**config.mk**
```make
export PLATFORM = sky130hd
export DESIGN_NAME = lcd_hd44780_receiver
export DESIGN_NICKNAME = d
export VERILOG_FILES = /design/src/rtl/lcd_hd44780_receiver.sv
export SDC_FILE = /design/constraint.sdc
export NUM_CORES = 1
export LEC_CHECK = 0
export CAP_MARGIN = 20
export CORE_MARGIN = 2
export CORE_UTILIZATION = 25
export DETAILED_ROUTE_END_ITERATION = 8
export GPL_ROUTABILITY_DRIVEN = 0
export REMOVE_ABC_BUFFERS = 1
export SLEW_MARGIN = 20
export SYNTH_ARGS = -nofsm -noshare
export SYNTH_HDL_FRONTEND = slang
export SYNTH_SLANG_ARGS = --single-unit
```
**constraint.sdc**
```tcl
create_clock -name Clock -period 2.9 [get_ports Clock]
set_clock_uncertainty 0.1 [all_clocks]
set_input_delay 0.725 -clock Clock [delete_from_list [all_inputs] [get_ports Clock]]
set_output_delay 0.725 -clock Clock [all_outputs]
set_load 0.01 [all_outputs]
```
**src/rtl/lcd_hd44780_receiver.sv**
```systemverilog
// Receive-side model of the HD44780 4-bit LCD bus: syncs the pins, assembles bytes, tracks the DDRAM cursor.
// Optional timing checks are built when LCD_RX_TIMING_CHECK_EN is defined.
module lcd_hd44780_receiver #(
  parameter int BUSY_CYCLES       = 40,
  parameter int CLEAR_BUSY_CYCLES = 1640,
  parameter int MIN_EN_HIGH       = 23
) (
  input  logic       Clock,
  input  logic       Reset,
  input  logic       iLCD_Enabled,
  input  logic       iLCD_RegisterSelect,
  input  logic       iLCD_ReadWrite,
  input  logic       iLCD_StrataFlashControl,
  input  logic [3:0] iLCD_Data,
  output logic [7:0] oByte,
  output logic       oByteValid,
  output logic       oIsData,
  output logic       oCharWrite,
  output logic [7:0] oChar,
  output logic [6:0] oCharAddr,
  output logic [6:0] oCursor,
  output logic       oDisplayOn,
  output logic       oFourBitMode,
  output logic       oProtocolError,
  output logic       oTimingError
);

  typedef enum logic [1:0] {INIT8, NIB_HI, NIB_LO} state_t;

  logic [7:0] pin_s1, pin_s2;
  logic       en_d;
  logic [5:0] cap;                 // {rs, rw, data} held from the last Enable-high sample
  state_t     state, nxt;
  logic [3:0] hi_nib;
  logic       hi_rs;
  logic       inc;
  logic       fire, nrs, perr;
  logic [7:0] nb;

  wire en_s   = pin_s2[7];
  wire sf_s   = pin_s2[4];
  wire strobe = en_d & ~en_s & sf_s;
  wire cap_rs = cap[5];
  wire cap_rw = cap[4];
  wire [3:0] cap_d = cap[3:0];

  function automatic logic [6:0] step(input logic [6:0] c, input logic up);
    if (up) begin
      if (c == 7'h27)      step = 7'h40;
      else if (c == 7'h67) step = 7'h00;
      else                 step = c + 7'd1;
    end else begin
      if (c == 7'h40)      step = 7'h27;
      else if (c == 7'h00) step = 7'h67;
      else                 step = c - 7'd1;
    end
  endfunction

  always_ff @(posedge Clock or negedge Reset) begin
    if (!Reset) begin
      pin_s1 <= '0;
      pin_s2 <= '0;
      en_d   <= 1'b0;
      cap    <= '0;
    end else begin
      pin_s1 <= {iLCD_Enabled, iLCD_RegisterSelect, iLCD_ReadWrite,
                 iLCD_StrataFlashControl, iLCD_Data};
      pin_s2 <= pin_s1;
      en_d   <= en_s;
      if (en_s) cap <= {pin_s2[6], pin_s2[5], pin_s2[3:0]};
    end
  end

  always_comb begin
    fire = 1'b0;
    nb   = 8'h00;
    nrs  = 1'b0;
    perr = 1'b0;
    nxt  = state;
    if (strobe) begin
      if (cap_rw) perr = 1'b1;
      else begin
        case (state)
          INIT8: begin
            if (!cap_rs && (cap_d == 4'h3 || cap_d == 4'h2)) begin
              fire = 1'b1;
              nb   = {cap_d, 4'h0};
              if (cap_d == 4'h2) nxt = NIB_HI;
            end else perr = 1'b1;
          end
          NIB_HI: nxt = NIB_LO;
          NIB_LO: begin
            nxt = NIB_HI;
            if (cap_rs != hi_rs) perr = 1'b1;
            else begin
              fire = 1'b1;
              nb   = {hi_nib, cap_d};
              nrs  = cap_rs;
            end
          end
          default: nxt = INIT8;
        endcase
      end
    end
  end

  always_ff @(posedge Clock or negedge Reset) begin
    if (!Reset) begin
      state          <= INIT8;
      hi_nib         <= '0;
      hi_rs          <= 1'b0;
      inc            <= 1'b1;
      oByte          <= '0;
      oByteValid     <= 1'b0;
      oIsData        <= 1'b0;
      oCharWrite     <= 1'b0;
      oChar          <= '0;
      oCharAddr      <= '0;
      oCursor        <= '0;
      oDisplayOn     <= 1'b0;
      oFourBitMode   <= 1'b0;
      oProtocolError <= 1'b0;
    end else begin
      oByteValid <= 1'b0;
      oCharWrite <= 1'b0;
      state      <= nxt;
      if (strobe && !cap_rw && state == NIB_HI) begin
        hi_nib <= cap_d;
        hi_rs  <= cap_rs;
      end
      if (perr) oProtocolError <= 1'b1;
      if (fire && state == INIT8 && nb[7:4] == 4'h2) oFourBitMode <= 1'b1;
      if (fire) begin
        oByte      <= nb;
        oIsData    <= nrs;
        oByteValid <= 1'b1;
        if (nrs) begin
          oCharWrite <= 1'b1;
          oChar      <= nb;
          oCharAddr  <= oCursor;
          oCursor    <= step(oCursor, inc);
        end else begin
          casez (nb)
            8'b1???????: oCursor <= nb[6:0];
            8'b01??????, 8'b001?????, 8'b0001????: ;
            8'b00001???: oDisplayOn <= nb[2];
            8'b000001??: inc <= nb[1];
            8'b0000001?: oCursor <= '0;
            8'b00000001: begin oCursor <= '0; inc <= 1'b1; end
            default: ;
          endcase
        end
      end
    end
  end

`ifdef LCD_RX_TIMING_CHECK_EN
  logic [15:0] busy, width;
  wire long_cmd = !nrs && (nb == 8'h01 || nb[7:1] == 7'h01);

  always_ff @(posedge Clock or negedge Reset) begin
    if (!Reset) begin
      busy         <= '0;
      width        <= '0;
      oTimingError <= 1'b0;
    end else begin
      if (fire)            busy <= long_cmd ? 16'(CLEAR_BUSY_CYCLES) : 16'(BUSY_CYCLES);
      else if (busy != 0)  busy <= busy - 16'd1;
      // width holds the synced high time until the cycle the fall is seen
      if (en_s) begin
        if (width != 16'hFFFF) width <= width + 16'd1;
      end else width <= '0;
      if (strobe && (width < 16'(MIN_EN_HIGH) || busy != 0)) oTimingError <= 1'b1;
    end
  end
`else
  logic [2:0] unused_cfg;
  assign unused_cfg   = {BUSY_CYCLES[0], CLEAR_BUSY_CYCLES[0], MIN_EN_HIGH[0]};
  assign oTimingError = 1'b0;
`endif

endmodule
```
=== Yosys cells after proc, flatten, opt, wreduce, memory -nomap -nowiden ===
Index checks and enable logic that the tools add are counted.
Widths: inputs -> output; s select.

* Register bits: 67
* Input port bits: 10
* Output and inout bits: 37
* Logic and storage cells: 91

* $add $sub $neg: 2
* Equal/unequal tests: 15
* Multiplexer cells: 33
* Bitwise logic cells: 5
* Reduce and logical (&&, ||, !) cells: 18

{| class="wikitable"
|+ Operators by type and width
! kind !! number
|-
| $mux 7 || 6
|-
| $mux 8 || 4
|-
| $pmux 8 s2 || 1
|-
| $mux 1 || 15
|-
| $eq 7x7->1 const B || 2
|-
| $pmux 7 s2 || 1
|-
| $eq 4x2->1 const B || 3
|-
| $eq 8x1->1 const B || 1
|-
| $add 7x1->7 const B || 1
|-
| $eq 7x1->1 const B || 1
|-
| $eq 7x6->1 const B || 1
|-
| $logic_not 7->1 || 1
|-
| $sub 7x1->7 const B || 1
|-
| $eq 6x1->1 const B || 1
|-
| $pmux 1 s2 || 3
|-
| $pmux 2 s3 || 1
|-
| $reduce_and 3->1 || 2
|-
| $eq 5x1->1 const B || 1
|-
| $logic_and 1x1->1 || 5
|-
| $mux 2 || 2
|-
| $ne 2x2->1 const B || 2
|-
| $reduce_and 2->1 || 2
|-
| $reduce_and 4->1 || 1
|-
| $not 1->1 || 3
|-
| other kinds (10) || 12
|}

=== Longest topological paths before layout ===
* Word-level depth: 11
* Mapped depth: 8
* Depth with buffers taken out: 7

=== Worst setup path before layout ===
Ideal clock, no wire load.

* Kind: flip-flop to flip-flop
* Start: register oCursor[0]
* End: register oCursor[6]
* Setup time: 74 ps
* Arrival: 2172 ps
* Required time: 2726 ps
* Path slack: 554 ps
* Cell stages (with the launch flop): 9
* Path buffers: 1
* Clock period less this slack: 2346 ps
* Cells stage by stage: dfrtp_1 -> clkbuf_1 -> inv_1 -> ha_1 -> or4b_4 -> or3_4 -> a2111oi_4 -> a311oi_1 -> o21ai_2

* Cells in the longest elaborated chain, start to end: 5
* Elaborated cells between the ends (all ways): 12
* Those cells by class: add/sub: 2; eq/ne: 3; mux: 6; reduce/logical: 1

{| class="wikitable"
|+ RTL lines
! what !! line !! text
|-
| start: declaration || 21 || <nowiki>output logic [6:0] oCursor,</nowiki>
|-
| start signal: assignment || 141 || <nowiki>oCursor <= step(oCursor, inc);</nowiki>
|-
| $sub 7x1->7 (tied with other cells) || 55 || <nowiki>else step = c - 7'd1;</nowiki>
|-
| $mux 7, on equally long branches || 54, 50 ||
|-
| $mux 7, on equally long branches || 53, 49 ||
|-
| $mux 7 (*) || 48 || <nowiki>if (up) begin</nowiki>
|-
| $mux 7 (*) || 137 || <nowiki>if (nrs) begin</nowiki>
|}

Every way passes the cells marked *; elsewhere a longest branch is shown, timed or not.
A chain may end at the register's enable or synchronous reset.

=== Final worst setup path ===
* Start: register cap[5]
* End: register oCursor[5]

* Cells in the longest elaborated chain, start to end: 10
* Elaborated cells between the ends (all ways): 24
* Those cells by class: eq/ne: 3; mux: 16; reduce/logical: 5

{| class="wikitable"
|+ RTL lines
! what !! line !! text
|-
| start: declaration || 32 || <nowiki>logic [5:0] cap;</nowiki>
|-
| start signal: assignment || 70 || <nowiki>if (en_s) cap <= {pin_s2[6], pin_s2[5], pin_s2[3:0]};</nowiki>
|-
| $logic_not 1->1 || 85 || <nowiki>if (!cap_rs && (cap_d == 4'h3 || cap_d == 4'h2)) begin</nowiki>
|-
| $logic_and 1x1->1 || 85 ||
|-
| $mux 8 || 85 ||
|-
| $pmux 8 s2 || 83 || <nowiki>case (state)</nowiki>
|-
| $mux 8 || 81 || <nowiki>if (cap_rw) perr = 1'b1;</nowiki>
|-
| $mux 8 || 80 || <nowiki>if (strobe) begin</nowiki>
|-
| $eq 8x1->1 / $eq 7x1->1 (equally long branches) || 143 || <nowiki>casez (nb)</nowiki>
|-
| $reduce_or 2->1 (no line) || -- ||
|-
| $pmux 7 s2 / $reduce_bool 3->1 (equally long branches) || -- ||
|-
| $mux 7 / $reduce_and 2->1 (equally long branches) || -- ||
|}

Several ways; a longest one is shown, not always the timed one.

==> out/qor_table.md <==
| Parameter | Reported | Unit |
|---|---|---|
| Number of nets at the end of the flow | 330 | - |
| VDD IR max | 0.000249 | V |
| Violation count after the first detailed-route iteration | 158 | - |
| Pin count of the biggest net entering global routing | 68 | - |
| Die footprint | 0.0127 | mm^2 |
| Final count of negative-setup-slack endpoints | 0 | - |
| Clk pwr share | 0.478 | - |
| Post-synth ARST share | 1.00 | - |
| Run status | complete, no violations | - |
| Fraction of layout instances using a drive strength above 1 | 0.140 | - |
| Setup slack on the worst flop-to-flop path | 0.44 | ns |
| Part of the power in registers | 0.456 | - |
| Prevailing post-synth register cell | sky130_fd_sc_hd__dfrtp_1 | - |
| Half-perimeter wire length of the detailed placement result | 4.67 | mm |
| Routed wirelength normalized by instance count | 14.6 | um |
| Fin. max-slew vios | 0 | - |
| Final critical delay including setup and external delays | 2.46 | ns |
| Combined global-route utilization of all metal layers | 0.113 | - |
| Setup crit start kind | register | - |
| CTS Sinks | 67 | - |
| EDFF count, synth | 0 | - |
| Die Wd | 113 | um |
| Synthesized area | 0.00295 | mm^2 |
| Number of DRC violations after detailed routing | 0 | - |
| Final Cycle Share | 0.847 | - |
| Post-synthesis cell type count | 61 | - |
| Reg-to-reg critical path startpoint | cap[5]$_DFFE_PN0P_ | - |
| Skew-Pair Late Insertion Delay | 0.33 | ns |
| First-pass DRT Iterations | 4 | - |
| Number of stages on the worst hold path | 0 | - |
| Post-synthesis cell count | 271 | - |
| Power per cell area | 583 | mW/mm^2 |
| Sequential cell area in the final layout | 0.00168 | mm^2 |
| Largest area contributor in the netlist | sky130_fd_sc_hd__dfrtp_1 | - |
| Setup Crit Path Kind | reg2reg | - |
| Arr. time, crit path | 2.61 | ns |
| Switching portion of total power | 0.225 | - |
| Max transition margin | 0.621 | - |
| Layout area overhead | 30.6 | % |
| Final wirelength | 6.77 | mm |
| CTS clk-pin slew, worst paths | 0.05 | ns |
| Most area-consuming cells after synthesis | sky130_fd_sc_hd__dfrtp_1, sky130_fd_sc_hd__nand2_1, sky130_fd_sc_hd__mux2_2, sky130_fd_sc_hd__o21ai_0, sky130_fd_sc_hd__o21ai_1 | - |
| CP Capture Type | register | - |
| Share of the synthesized area in the top cell type | 0.561 | - |
| Total overflow reported by the global router | 0 | - |
| Number of port buffers | 45 | - |
| I/O pins | 47 | - |
| Avg Cell Area, Syn | 10.9 | um^2 |
| Wire length of the first global-routing pass | 11.3 | mm |
| Fill count | 1148 | - |
| Internal power contribution | 1.74 | mW |
| Largest driver fanout on the critical path | 13 | - |
| Hold buffers post-CTS | 0 | - |
| Setup Fix Bufs, Post-CTS | 0 | - |
| Yosys warning count | 0 | - |
| Number of buffers on the longest clock path | 2 | - |
| Capture endpoint of the worst hold path | pin_s2[1]$_DFF_PN0_ | - |
| Worst min-delay path startpoint | pin_s1[1]$_DFF_PN0_ | - |
| Endpoint of the worst register-to-register path | oCursor[5]$_DFFE_PN0P_ | - |
| #FFs+latches synth | 67 | - |
| Final antenna-violating net count | 0 | - |
| Multi-input gate area | 0.00116 | mm^2 |
| Height of the die | 113 | um |
| Endpoint required time on the critical path | 3.05 | ns |
| Post-layout power | 2.24 | mW |
| R2r worst-path depth | 6 | - |
| Slew at the pin with the worst max-slew slack | 0.568 | ns |
| DP Cell Count | 449 | - |
| Clock tree root driver cell | sky130_fd_sc_hd__clkbuf_16 | - |
| Sequential element share of the synthesized area | 0.570 | - |
| Placeable core region | 0.0115 | mm^2 |
| Non-Filler Instances | 465 | - |
| Routed via count | 2197 | - |
| Fin. Hold Viols | 0 | - |
| Number of global-route vias before repair | 2255 | - |
| Leakage | 1.66 | nW |
| Post-route standard cell area excluding fillers | 0.00385 | mm^2 |
| Number of antenna violations at the first check in global routing | 0 | - |
| Number of buffers added by the clock tree synthesis step | 9 | - |
| CTS tree | built | - |
| # diodes | 0 | - |
| Area after DPL | 0.00355 | mm^2 |
| Maximum capacitance violations | 0 | - |
| Highest clock frequency the design can meet | 407 | MHz |
| Psw | 504 | uW |
| Number of instances resized during post-cts repair | 0 | - |
| H-Tree Level Count | 3 | - |
| Fin Hold WS | 0.245 | ns |
| Starting density of the core | 0.257 | - |
| Summed negative setup slack over all endpoints | 0 | ns |
| RSZ-0062 raised after global routing | false | - |
| Core Rows | 39 | - |
| Average via count per standard cell | 4.72 | - |
| Portion of total power attributed to combinational logic | 0.066 | - |
| Worst hold-check path type | reg2reg | - |
## power groups by stage
stage | Combinational [mW] | Sequential, mW | Clock, mW
after floorplan | 0.0713 | 1.03 | 0
after global placement | 0.148 | 1.04 | 0
after detailed placement | 0.151 | 1.04 | 0
after CTS | 0.152 | 1.02 | 1.10
after global routing | 0.166 | 1.03 | 1.13
final | 0.148 | 1.02 | 1.07
## Yosys cell counts, types with 2 or more instances
master and count:
sky130_fd_sc_hd__nor2_1 9, sky130_fd_sc_hd__nand2_1 49, sky130_fd_sc_hd__dfrtp_1 66, sky130_fd_sc_hd__or2_2 2
sky130_fd_sc_hd__nand2b_1 3, sky130_fd_sc_hd__nand3_1 6, sky130_fd_sc_hd__ha_1 3, sky130_fd_sc_hd__mux2_2 8
sky130_fd_sc_hd__buf_2 5, sky130_fd_sc_hd__a21o_1 4, sky130_fd_sc_hd__a211oi_1 3, sky130_fd_sc_hd__inv_1 11
sky130_fd_sc_hd__nor3_1 6, sky130_fd_sc_hd__a21oi_1 9, sky130_fd_sc_hd__and2_1 3, sky130_fd_sc_hd__clkbuf_1 8
sky130_fd_sc_hd__mux2_1 2, sky130_fd_sc_hd__o21ai_1 11, sky130_fd_sc_hd__a22o_1 2, sky130_fd_sc_hd__a22oi_1 3
sky130_fd_sc_hd__nand3b_1 2, sky130_fd_sc_hd__o21bai_1 2, sky130_fd_sc_hd__o21ai_0 11, sky130_fd_sc_hd__mux2i_1 3
sky130_fd_sc_hd__nand4_1 4
## area by class of cell
| type | count | area share |
|---|---|---|
| Sequential cell | 67 | 0.436 |
| Multi-Input combinational cell | 178 | 0.302 |
| Timing Repair Buffer | 49 | 0.127 |
| Clock buffer | 12 | 0.0641 |
| Tap cell | 143 | 0.0465 |
| Clock inverter | 4 | 0.0130 |
| Inverter | 12 | 0.0117 |
## critical path, stage by stage, from the launching register on
cell	delay [ns]
sky130_fd_sc_hd__dfrtp_1	0.42
sky130_fd_sc_hd__ha_1	0.36
sky130_fd_sc_hd__nor3b_2	0.36
sky130_fd_sc_hd__a21oi_2	0.12
sky130_fd_sc_hd__nand2b_1	0.43
sky130_fd_sc_hd__a21oi_4	0.38
sky130_fd_sc_hd__mux2i_1	0.22
## sequential cells by signal, indices dropped and copies added (netlist names), 4 cells and up
signal and cells:
cap 6, hi_nib 4, oByte 8, oChar 8, oCharAddr 7, oCursor 7
pin_s1 8, pin_s2 8
## routing by layer
metal	global-route usage	part of all wire
met1	0.142	0.45
met2	0.178	0.47
met3	0.0481	0.063
met4	0.0366	0.017
met5	0	0
## worst max path at each step
stage	start	to	slack [ns]	cells past startpoint
floorplan	cap[5]$_DFFE_PN0P_	oChar[2]$_DFFE_PN0P_	0.56	6
global placement	oCursor[0]$_DFFE_PN0P_	oCursor[6]$_DFFE_PN0P_	0.55	7
detailed placement	cap[5]$_DFFE_PN0P_	oCursor[5]$_DFFE_PN0P_	0.45	6
CTS	cap[5]$_DFFE_PN0P_	oCursor[5]$_DFFE_PN0P_	0.43	6
global route	cap[5]$_DFFE_PN0P_	oCursor[5]$_DFFE_PN0P_	0.22	6
finish	cap[5]$_DFFE_PN0P_	oCursor[5]$_DFFE_PN0P_	0.44	6
## placed cells by master (no fill, tap or decap), drive strengths merged, types with 5 or more instances in the layout
master / count
dfrtp: 66
nand2: 49
clkdlybuf4s50: 44
o21ai: 23
inv: 12
clkbuf: 12
a21oi: 11
nor2: 10
mux2: 10
nor3: 7
nand3: 6
buf: 5
## logic make-up (layout without fill, tap and decap cells)
kind of cell	after synthesis	after routing	share of synthesized area
other cells	1	1	0.00127
fa+ha+maj	3	3	0.0127
simple gates	99	99	0.181
xor+xnor	1	1	0.00297
mux	13	13	0.0484
buf+inv	26	77	0.0365
compound gates	61	61	0.147
flops	67	67	0.570
## stage by stage
| step | setup WS [ns] | util |
|---|---|---|
| 2_1_floorplan | 0.562 | - |
| 3_3_place_gp | 0.554 | 0.310 |
| 3_5_place_dp | 0.446 | 0.310 |
| 4_1_cts | 0.430 | 0.335 |
| 5_1_grt | 0.223 | 0.335 |
| 6_report | 0.443 | 0.335 |
No activity file was read; power rests on OpenSTA's default activity.
